$ cat config.mk
export PLATFORM = sky130hd
export DESIGN_NAME = axis_delay_scan_ctrl
export DESIGN_NICKNAME = d
export VERILOG_FILES = /design/src/rtl/axis_delay_scan_ctrl.sv
export SDC_FILE = /design/constraint.sdc
export NUM_CORES = 1
export LEC_CHECK = 0
export BUFFER_PORTS_ARGS = -buffer_cell sky130_fd_sc_hd__clkbuf_2
export CAP_MARGIN = 0
export CORE_ASPECT_RATIO = 0.7
export CORE_MARGIN = 2
export CORE_UTILIZATION = 50
export DETAILED_ROUTE_END_ITERATION = 10
export PLACE_DENSITY = 0.71
export SYNTH_ARGS = -nofsm -noshare
export SYNTH_HDL_FRONTEND = slang
export SYNTH_SLANG_ARGS = --single-unit
$ cat constraint.sdc
create_clock -name clk -period 11.3 [get_ports clk]
set_input_delay 1.695 -clock clk [delete_from_list [all_inputs] [get_ports clk]]
set_output_delay 1.695 -clock clk [all_outputs]
set_load 0.1 [all_outputs]
$ cat src/rtl/axis_delay_scan_ctrl.sv
`default_nettype none
// ============================================================================
// Module   : axis_delay_scan_ctrl
// Brief    : Sweeps the delay setting of an axis_delay instance, counts hits
//            on the delayed stream over a fixed beat window per setting and
//            applies the setting that produced the most hits.
// Options  : AXIS_DELAY_SCAN_RESULT_EN - enables the per-step result
//            handshake (res_valid/res_ready/res_delay/res_count).
// Revision : 1.0 - initial release
// ============================================================================
module axis_delay_scan_ctrl #(
  parameter int DELAY_WIDTH   = 6,
  parameter int COUNT_WIDTH   = 32,
  parameter int SETTLE_CYCLES = 40
) (
  input  logic                   clk,
  input  logic                   reset,
  input  logic                   start,
  input  logic                   abort,
  input  logic [DELAY_WIDTH-1:0] delay_first,
  input  logic [DELAY_WIDTH-1:0] delay_last,
  input  logic [DELAY_WIDTH-1:0] delay_step,
  input  logic [COUNT_WIDTH-1:0] dwell_beats,
  input  logic                   mon_valid,
  input  logic                   mon_ready,
  input  logic                   mon_hit,
  output logic [DELAY_WIDTH-1:0] delay_out,
  output logic                   busy,
  output logic                   done,
  output logic                   aborted,
  output logic                   cfg_error,
  output logic [DELAY_WIDTH-1:0] best_delay,
  output logic [COUNT_WIDTH-1:0] best_count,
  output logic                   res_valid,
  input  logic                   res_ready,
  output logic [DELAY_WIDTH-1:0] res_delay,
  output logic [COUNT_WIDTH-1:0] res_count
);

  localparam int SETTLE_W = $clog2(SETTLE_CYCLES + 1);
  localparam logic [SETTLE_W-1:0]    SETTLE_LAST = SETTLE_W'(SETTLE_CYCLES - 1);
  localparam logic [COUNT_WIDTH-1:0] COUNT_MAX   = '1;
  localparam logic [COUNT_WIDTH-1:0] COUNT_ONE   = COUNT_WIDTH'(1);
  localparam logic [DELAY_WIDTH-1:0] DELAY_ONE   = DELAY_WIDTH'(1);

  localparam logic [2:0] S_IDLE   = 3'd0;
  localparam logic [2:0] S_APPLY  = 3'd1;
  localparam logic [2:0] S_SETTLE = 3'd2;
  localparam logic [2:0] S_DWELL  = 3'd3;
  localparam logic [2:0] S_REPORT = 3'd4;
  localparam logic [2:0] S_FINISH = 3'd5;

  logic [2:0]             state_q,      state_d;
  logic [DELAY_WIDTH-1:0] cur_q,        cur_d;
  logic [DELAY_WIDTH-1:0] last_q,       last_d;
  logic [DELAY_WIDTH-1:0] step_q,       step_d;
  logic [COUNT_WIDTH-1:0] dwell_q,      dwell_d;
  logic [SETTLE_W-1:0]    settle_cnt_q, settle_cnt_d;
  logic [COUNT_WIDTH-1:0] beat_cnt_q,   beat_cnt_d;
  logic [COUNT_WIDTH-1:0] hit_cnt_q,    hit_cnt_d;
  logic                   first_q,      first_d;
  logic [DELAY_WIDTH-1:0] delay_out_q,  delay_out_d;
  logic                   busy_q,       busy_d;
  logic                   done_q,       done_d;
  logic                   aborted_q,    aborted_d;
  logic                   cfg_error_q,  cfg_error_d;
  logic [DELAY_WIDTH-1:0] best_delay_q, best_delay_d;
  logic [COUNT_WIDTH-1:0] best_count_q, best_count_d;
`ifdef AXIS_DELAY_SCAN_RESULT_EN
  logic                   res_valid_q,  res_valid_d;
  logic [DELAY_WIDTH-1:0] res_delay_q,  res_delay_d;
  logic [COUNT_WIDTH-1:0] res_count_q,  res_count_d;
`endif

  logic                   beat;
  logic                   hit;
  logic [COUNT_WIDTH-1:0] hit_next;
  logic [DELAY_WIDTH:0]   next_sum;
  logic                   next_past_end;

  // Per-beat qualifiers, saturating hit increment and next-delay evaluation
  always_comb begin
    beat          = mon_valid & mon_ready;
    hit           = beat & mon_hit;
    hit_next      = (hit && hit_cnt_q != COUNT_MAX) ? hit_cnt_q + COUNT_ONE : hit_cnt_q;
    // The extra MSB catches a sum that wraps the delay field.
    next_sum      = {1'b0, cur_q} + {1'b0, step_q};
    next_past_end = next_sum[DELAY_WIDTH] || (next_sum[DELAY_WIDTH-1:0] > last_q);
  end

  // Scan sequencer: next-state and next-output computation
  always_comb begin
    state_d      = state_q;
    cur_d        = cur_q;
    last_d       = last_q;
    step_d       = step_q;
    dwell_d      = dwell_q;
    settle_cnt_d = settle_cnt_q;
    beat_cnt_d   = beat_cnt_q;
    hit_cnt_d    = hit_cnt_q;
    first_d      = first_q;
    delay_out_d  = delay_out_q;
    busy_d       = busy_q;
    done_d       = 1'b0;
    aborted_d    = 1'b0;
    cfg_error_d  = cfg_error_q;
    best_delay_d = best_delay_q;
    best_count_d = best_count_q;
`ifdef AXIS_DELAY_SCAN_RESULT_EN
    res_valid_d  = res_valid_q;
    res_delay_d  = res_delay_q;
    res_count_d  = res_count_q;
`endif

    case (state_q)
      S_IDLE: begin
        if (start && !abort) begin
          cur_d        = delay_first;
          last_d       = delay_last;
          step_d       = (delay_step == '0) ? DELAY_ONE : delay_step;
          dwell_d      = (dwell_beats == '0) ? COUNT_ONE : dwell_beats;
          cfg_error_d  = 1'b0;
          best_delay_d = '0;
          best_count_d = '0;
          first_d      = 1'b1;
          settle_cnt_d = '0;
          beat_cnt_d   = '0;
          hit_cnt_d    = '0;
          if (delay_first > delay_last) begin
            // Bad range: report completion with the error flag, never go busy.
            cfg_error_d = 1'b1;
            done_d      = 1'b1;
          end else begin
            state_d = S_APPLY;
            busy_d  = 1'b1;
          end
        end
      end

      S_APPLY: begin
        delay_out_d  = cur_q;
        settle_cnt_d = '0;
        beat_cnt_d   = '0;
        hit_cnt_d    = '0;
        state_d      = S_SETTLE;
      end

      S_SETTLE: begin
        if (settle_cnt_q == SETTLE_LAST) begin
          state_d = S_DWELL;
        end else begin
          settle_cnt_d = settle_cnt_q + SETTLE_W'(1);
        end
      end

      S_DWELL: begin
        if (beat) begin
          beat_cnt_d = beat_cnt_q + COUNT_ONE;
          hit_cnt_d  = hit_next;
          if (beat_cnt_q + COUNT_ONE == dwell_q) begin
            state_d = S_REPORT;
            // Best tracking happens once, as the window closes; the first
            // step always seeds the best so a zero-hit sweep still names one.
            if (first_q || hit_next > best_count_q) begin
              best_delay_d = cur_q;
              best_count_d = hit_next;
            end
            first_d = 1'b0;
`ifdef AXIS_DELAY_SCAN_RESULT_EN
            res_valid_d = 1'b1;
            res_delay_d = cur_q;
            res_count_d = hit_next;
`endif
          end
        end
      end

      S_REPORT: begin
`ifdef AXIS_DELAY_SCAN_RESULT_EN
        if (res_valid_q && res_ready) begin
          res_valid_d = 1'b0;
          if (next_past_end) begin
            state_d = S_FINISH;
          end else begin
            cur_d   = next_sum[DELAY_WIDTH-1:0];
            state_d = S_APPLY;
          end
        end
`else
        if (next_past_end) begin
          state_d = S_FINISH;
        end else begin
          cur_d   = next_sum[DELAY_WIDTH-1:0];
          state_d = S_APPLY;
        end
`endif
      end

      S_FINISH: begin
        delay_out_d = best_delay_q;
        done_d      = 1'b1;
        busy_d      = 1'b0;
        state_d     = S_IDLE;
      end

      default: begin
        state_d = S_IDLE;
        busy_d  = 1'b0;
      end
    endcase

    // Abort overrides whatever the active state computed this cycle.
    if (abort && state_q != S_IDLE) begin
      state_d      = S_IDLE;
      aborted_d    = 1'b1;
      done_d       = 1'b0;
      busy_d       = 1'b0;
      delay_out_d  = delay_out_q;
      best_delay_d = best_delay_q;
      best_count_d = best_count_q;
`ifdef AXIS_DELAY_SCAN_RESULT_EN
      res_valid_d  = 1'b0;
      res_delay_d  = res_delay_q;
      res_count_d  = res_count_q;
`endif
    end
  end

  // State and output registers with synchronous reset
  always_ff @(posedge clk) begin
    if (reset) begin
      state_q      <= S_IDLE;
      cur_q        <= '0;
      last_q       <= '0;
      step_q       <= '0;
      dwell_q      <= '0;
      settle_cnt_q <= '0;
      beat_cnt_q   <= '0;
      hit_cnt_q    <= '0;
      first_q      <= 1'b0;
      delay_out_q  <= '0;
      busy_q       <= 1'b0;
      done_q       <= 1'b0;
      aborted_q    <= 1'b0;
      cfg_error_q  <= 1'b0;
      best_delay_q <= '0;
      best_count_q <= '0;
`ifdef AXIS_DELAY_SCAN_RESULT_EN
      res_valid_q  <= 1'b0;
      res_delay_q  <= '0;
      res_count_q  <= '0;
`endif
    end else begin
      state_q      <= state_d;
      cur_q        <= cur_d;
      last_q       <= last_d;
      step_q       <= step_d;
      dwell_q      <= dwell_d;
      settle_cnt_q <= settle_cnt_d;
      beat_cnt_q   <= beat_cnt_d;
      hit_cnt_q    <= hit_cnt_d;
      first_q      <= first_d;
      delay_out_q  <= delay_out_d;
      busy_q       <= busy_d;
      done_q       <= done_d;
      aborted_q    <= aborted_d;
      cfg_error_q  <= cfg_error_d;
      best_delay_q <= best_delay_d;
      best_count_q <= best_count_d;
`ifdef AXIS_DELAY_SCAN_RESULT_EN
      res_valid_q  <= res_valid_d;
      res_delay_q  <= res_delay_d;
      res_count_q  <= res_count_d;
`endif
    end
  end

  assign delay_out  = delay_out_q;
  assign busy       = busy_q;
  assign done       = done_q;
  assign aborted    = aborted_q;
  assign cfg_error  = cfg_error_q;
  assign best_delay = best_delay_q;
  assign best_count = best_count_q;

`ifdef AXIS_DELAY_SCAN_RESULT_EN
  assign res_valid = res_valid_q;
  assign res_delay = res_delay_q;
  assign res_count = res_count_q;
`else
  // Result channel disabled: outputs held at zero, ready not consulted.
  logic unused_res_ready;
  assign unused_res_ready = res_ready;
  assign res_valid = 1'b0;
  assign res_delay = '0;
  assign res_count = '0;
`endif

endmodule
`default_nettype wire

==> results by group <==
Outcome
  • Outcome: completed

CTS
  • Resize count post-CTS: 0
  • Inserted Clock Buffers: 17
  • Number of H-tree levels: 4
  • Clock latency on the worst-skew pair: 0.45 ns
  • Clock slew at reported path FFs: 0.07 ns
  • # clock sinks: between 150 and 200
  • Clock tree root driver cell: clkbuf_16
  • Hold_buf cts: 0
  • Number of buffers added for setup after CTS: 0
  • CTS tree: done
  • Number of buffers on the longest clock path: 2

Logic synthesis
  • Biggest area consumer among synthesized cells: dfxtp_1
  • Most common cell in the synthesized netlist: nand2_1
  • Avg Cell Area, Syn: between 7 and 8 um2
  • Proportion of register bits with asynchronous set or reset after synthesis: 0%
  • Top cells by area, synth: dfxtp_1 32%, nand2_1 6.7%, ha_1 6.2%, nor2_1 4.7%, a21oi_1 4.6%
  • Number of standard cells after synthesis: 1388
  • EDFF count, synth: 0
  • Dominant synthesized flop cell: dfxtp_1
  • Post-synth top area share: ~32%
  • Synthesized area: 10700 um2
  • Post-synthesis sequential element count: 172
  • Register area share after synthesis: roughly 32%
  • Ys Warns: 0
  • Most frequent cells after synthesis: 190 x nand2_1, 172 x dfxtp_1, 134 x nor2_1
  • Count of distinct cell types in the synthesized netlist: 67

Timing
  • Shortest clock period the worst path allows after layout: roughly 6 ns
  • Headroom to the max-slew limit: roughly a quarter
  • Setup skew after layout: 0.0158 ns
  • Final Hold Violating Endpoints: 0
  • Number of endpoints failing setup at the final stage: 0
  • Post-route setup TNS: 0 ns
  • Crit share post-route: 51.6%
  • Unrepaired setup endpoints after global routing: false
  • Max Clk Rate: 171 MHz
  • Actual transition at the worst max-transition pin: 1.11 ns
  • Slew Limit Fails: 0

Route
  • Number of remaining DRC errors: 0
  • Number of nets with antenna violations after routing: 0
  • Iteration count of the initial detailed-routing pass: 5
  • Aggregate routed wire length: 28000 um
  • Detailed router's first-iteration violation count: 978
  • Via density per instance: 5.73
  • WL/cell: about 16 um
  • Vias after detailed routing: 9837

Global route
  • Wire length of the first global-routing pass: roughly 46000 um
  • Grt ovf: 0
  • Combined global-route utilization of all metal layers: 25.1%
  • Number of antenna violations at the first check in global routing: 0
  • Pin count of the biggest net entering global routing: 100
  • Number of global-route vias before repair: 8960

Job
  • Number of max-capacitance violations reported: 0

Floorplan
  • Initial core utilization: ~50%
  • Die Outline Area: 22600 um2
  • Vertical extent of the die: 126 um
  • Placeable Area: 20900 um2
  • Number of top-level pins: ~150
  • Die Width: between 150 and 200 um
  • Row cnt: 44

Pwr
  • Leak: 4.68 nW
  • Total Power Consumption: 1.83 mW
  • Power Density: 156 nW/um2
  • Worst VDD drop: 116 uV

Worst setup path
  • Crit path required time: ~12 ns
  • Worst path arrival time: 6.16 ns
  • Worst path slowest cell: or4_1
  • Type of the setup path with the least slack: in2reg
  • Critical path endpoint category: flop
  • Max incr delay on CP: 0.71 ns
  • List of cells traversed by the critical path: clkbuf_2 -> nand3_1 -> or4_1 -> nor2_2 -> nand4_1 -> xnor2_1 -> ha_1 -> nand4_1 -> or3_1 -> nor3_1 -> nand3_1 -> nand4_1 -> a21oi_1 -> nand2_2 -> buf_4 -> mux2_1
  • CP Launch Type: input pin
  • Crit Path Max Fanout: 24
  • Number of buffers and inverters on the critical path: 2
  • Crit-path most repeated cell: nand4_1
  • Critical path's top delay family: simple AND/OR/NAND/NOR gates

Placed design
  • Routability Congestion: 0.944
  • PortBufs: 104
  • HPWL Detailed: 20100 um
  • Cell Area, Placed: 11100 um2

Finish
  • Antenna Cells: 0
  • Area grow syn2layout: 9.34%
  • Layout Cell Area excl Fill: 11700 um2
  • Net total in the final layout: 1539
  • Fraction of layout cells with a size suffix above 1: 11.5%

Hold path
  • Min-delay worst type: reg2reg
## per-layer routing
metal | wire [um] | vias to the layer above | part of all wire, % | track usage, %
li1 | - | 4840 | - | -
met2 | 11600 | 349 | 41 | 36.7
met1 | 14100 | 4627 | 50 | 37.9
met5 | 0 | - | 0 | 0
met3 | 2070 | 21 | 7.4 | 5.25
met4 | 248 | 0 | 0.89 | 5.31
## tightest hold or removal path, delay by kind of cell (launching register included)
kind,cells,cell delay [ns]
flops,1,0.31
simple gates,1,0.05
compound gates,1,0.05
## metrics by stage
stage	setup slack (ns)	std cells	util, %	hold WS (ns)
6_report	5.47	1716	56.2	0.455
5_1_grt	5.15	1716	56.2	0.476
4_1_cts	5.53	1716	56.2	0.459
3_5_place_dp	5.08	1684	53.3	0.449
3_3_place_gp	5.15	1684	53.3	0.443
2_1_floorplan	6.45	1426	-	0.436
## cell type report
class,count,area [um2]
repair buffers,113,591
inverters,56,210
flip-flops and latches,172,3440
clock buffers,18,439
well taps,276,345
clock inverters,14,161
multi-input cells,1067,6530
fillers,1974,9150
## cells in the final DEF, fill, tap and decap left out, types with 5 or more instances in the layout
cell type,count
a21o_1,15
conb_1,39
or4_1,5
o21ai_0,46
and3_1,10
a211oi_1,18
a22oi_1,24
a31oi_1,6
a21oi_1,97
nand2b_1,39
or3_1,11
xor2_1,41
inv_1,56
nor3_1,48
nand2_1,189
buf_4,10
xnor2_1,35
mux2_1,6
o211ai_1,7
o21a_1,10
clkbuf_16,17
and4_1,11
and2_1,9
nor2b_1,10
a311oi_1,12
nor4_1,24
mux2i_1,48
nand4_1,34
ha_1,53
nand3_1,31
nor2_1,132
nand3b_1,7
dfxtp_1,172
clkbuf_2,103
## worst paths after layout
check / from / endpoint / slack (ns) / cells past startpoint
worst min-delay path: last_q[5]$_SDFFE_PP0P_ / last_q[5]$_SDFFE_PP0P_ / 0.46 / 2
worst max-delay path: mon_valid / best_count[27]$_SDFFE_PP0P_ / 5.47 / 16
worst min register to register: last_q[5]$_SDFFE_PP0P_ / last_q[5]$_SDFFE_PP0P_ / 0.46 / 2
worst max register to register: hit_cnt_q[3]$_SDFFE_PP0P_ / best_count[27]$_SDFFE_PP0P_ / 5.78 / 17
## registers in the layout (all words and copies together) (netlist names), 3 cells and up
signal,cells
cur_q,6
best_delay,6
state_q,3
last_q,6
best_count,32
dwell_q,32
hit_cnt_q,32
beat_cnt_q,32
delay_out,6
step_q,6
settle_cnt_q,6
## cell families (layout without fill, tap and decap cells)
logic type	after synthesis	after routing	synth area share, %
simple gates	582	582	26.4
compound gates	260	260	15.1
buf+inv	187	201	8.44
flops	172	172	32.1
xor+xnor	76	76	6.21
fa+ha+maj	55	55	6.47
mux	55	55	5.22
other cells	1	39	0.0350
## power breakdown
group / switching [mW] / internal (mW) / total (mW)
Clock: 0.269 / 0.337 / 0.605
Combinational: 0.385 / 0.163 / 0.548
Sequential: 0.0372 / 0.640 / 0.677
Power figures use the tool's default switching activity.
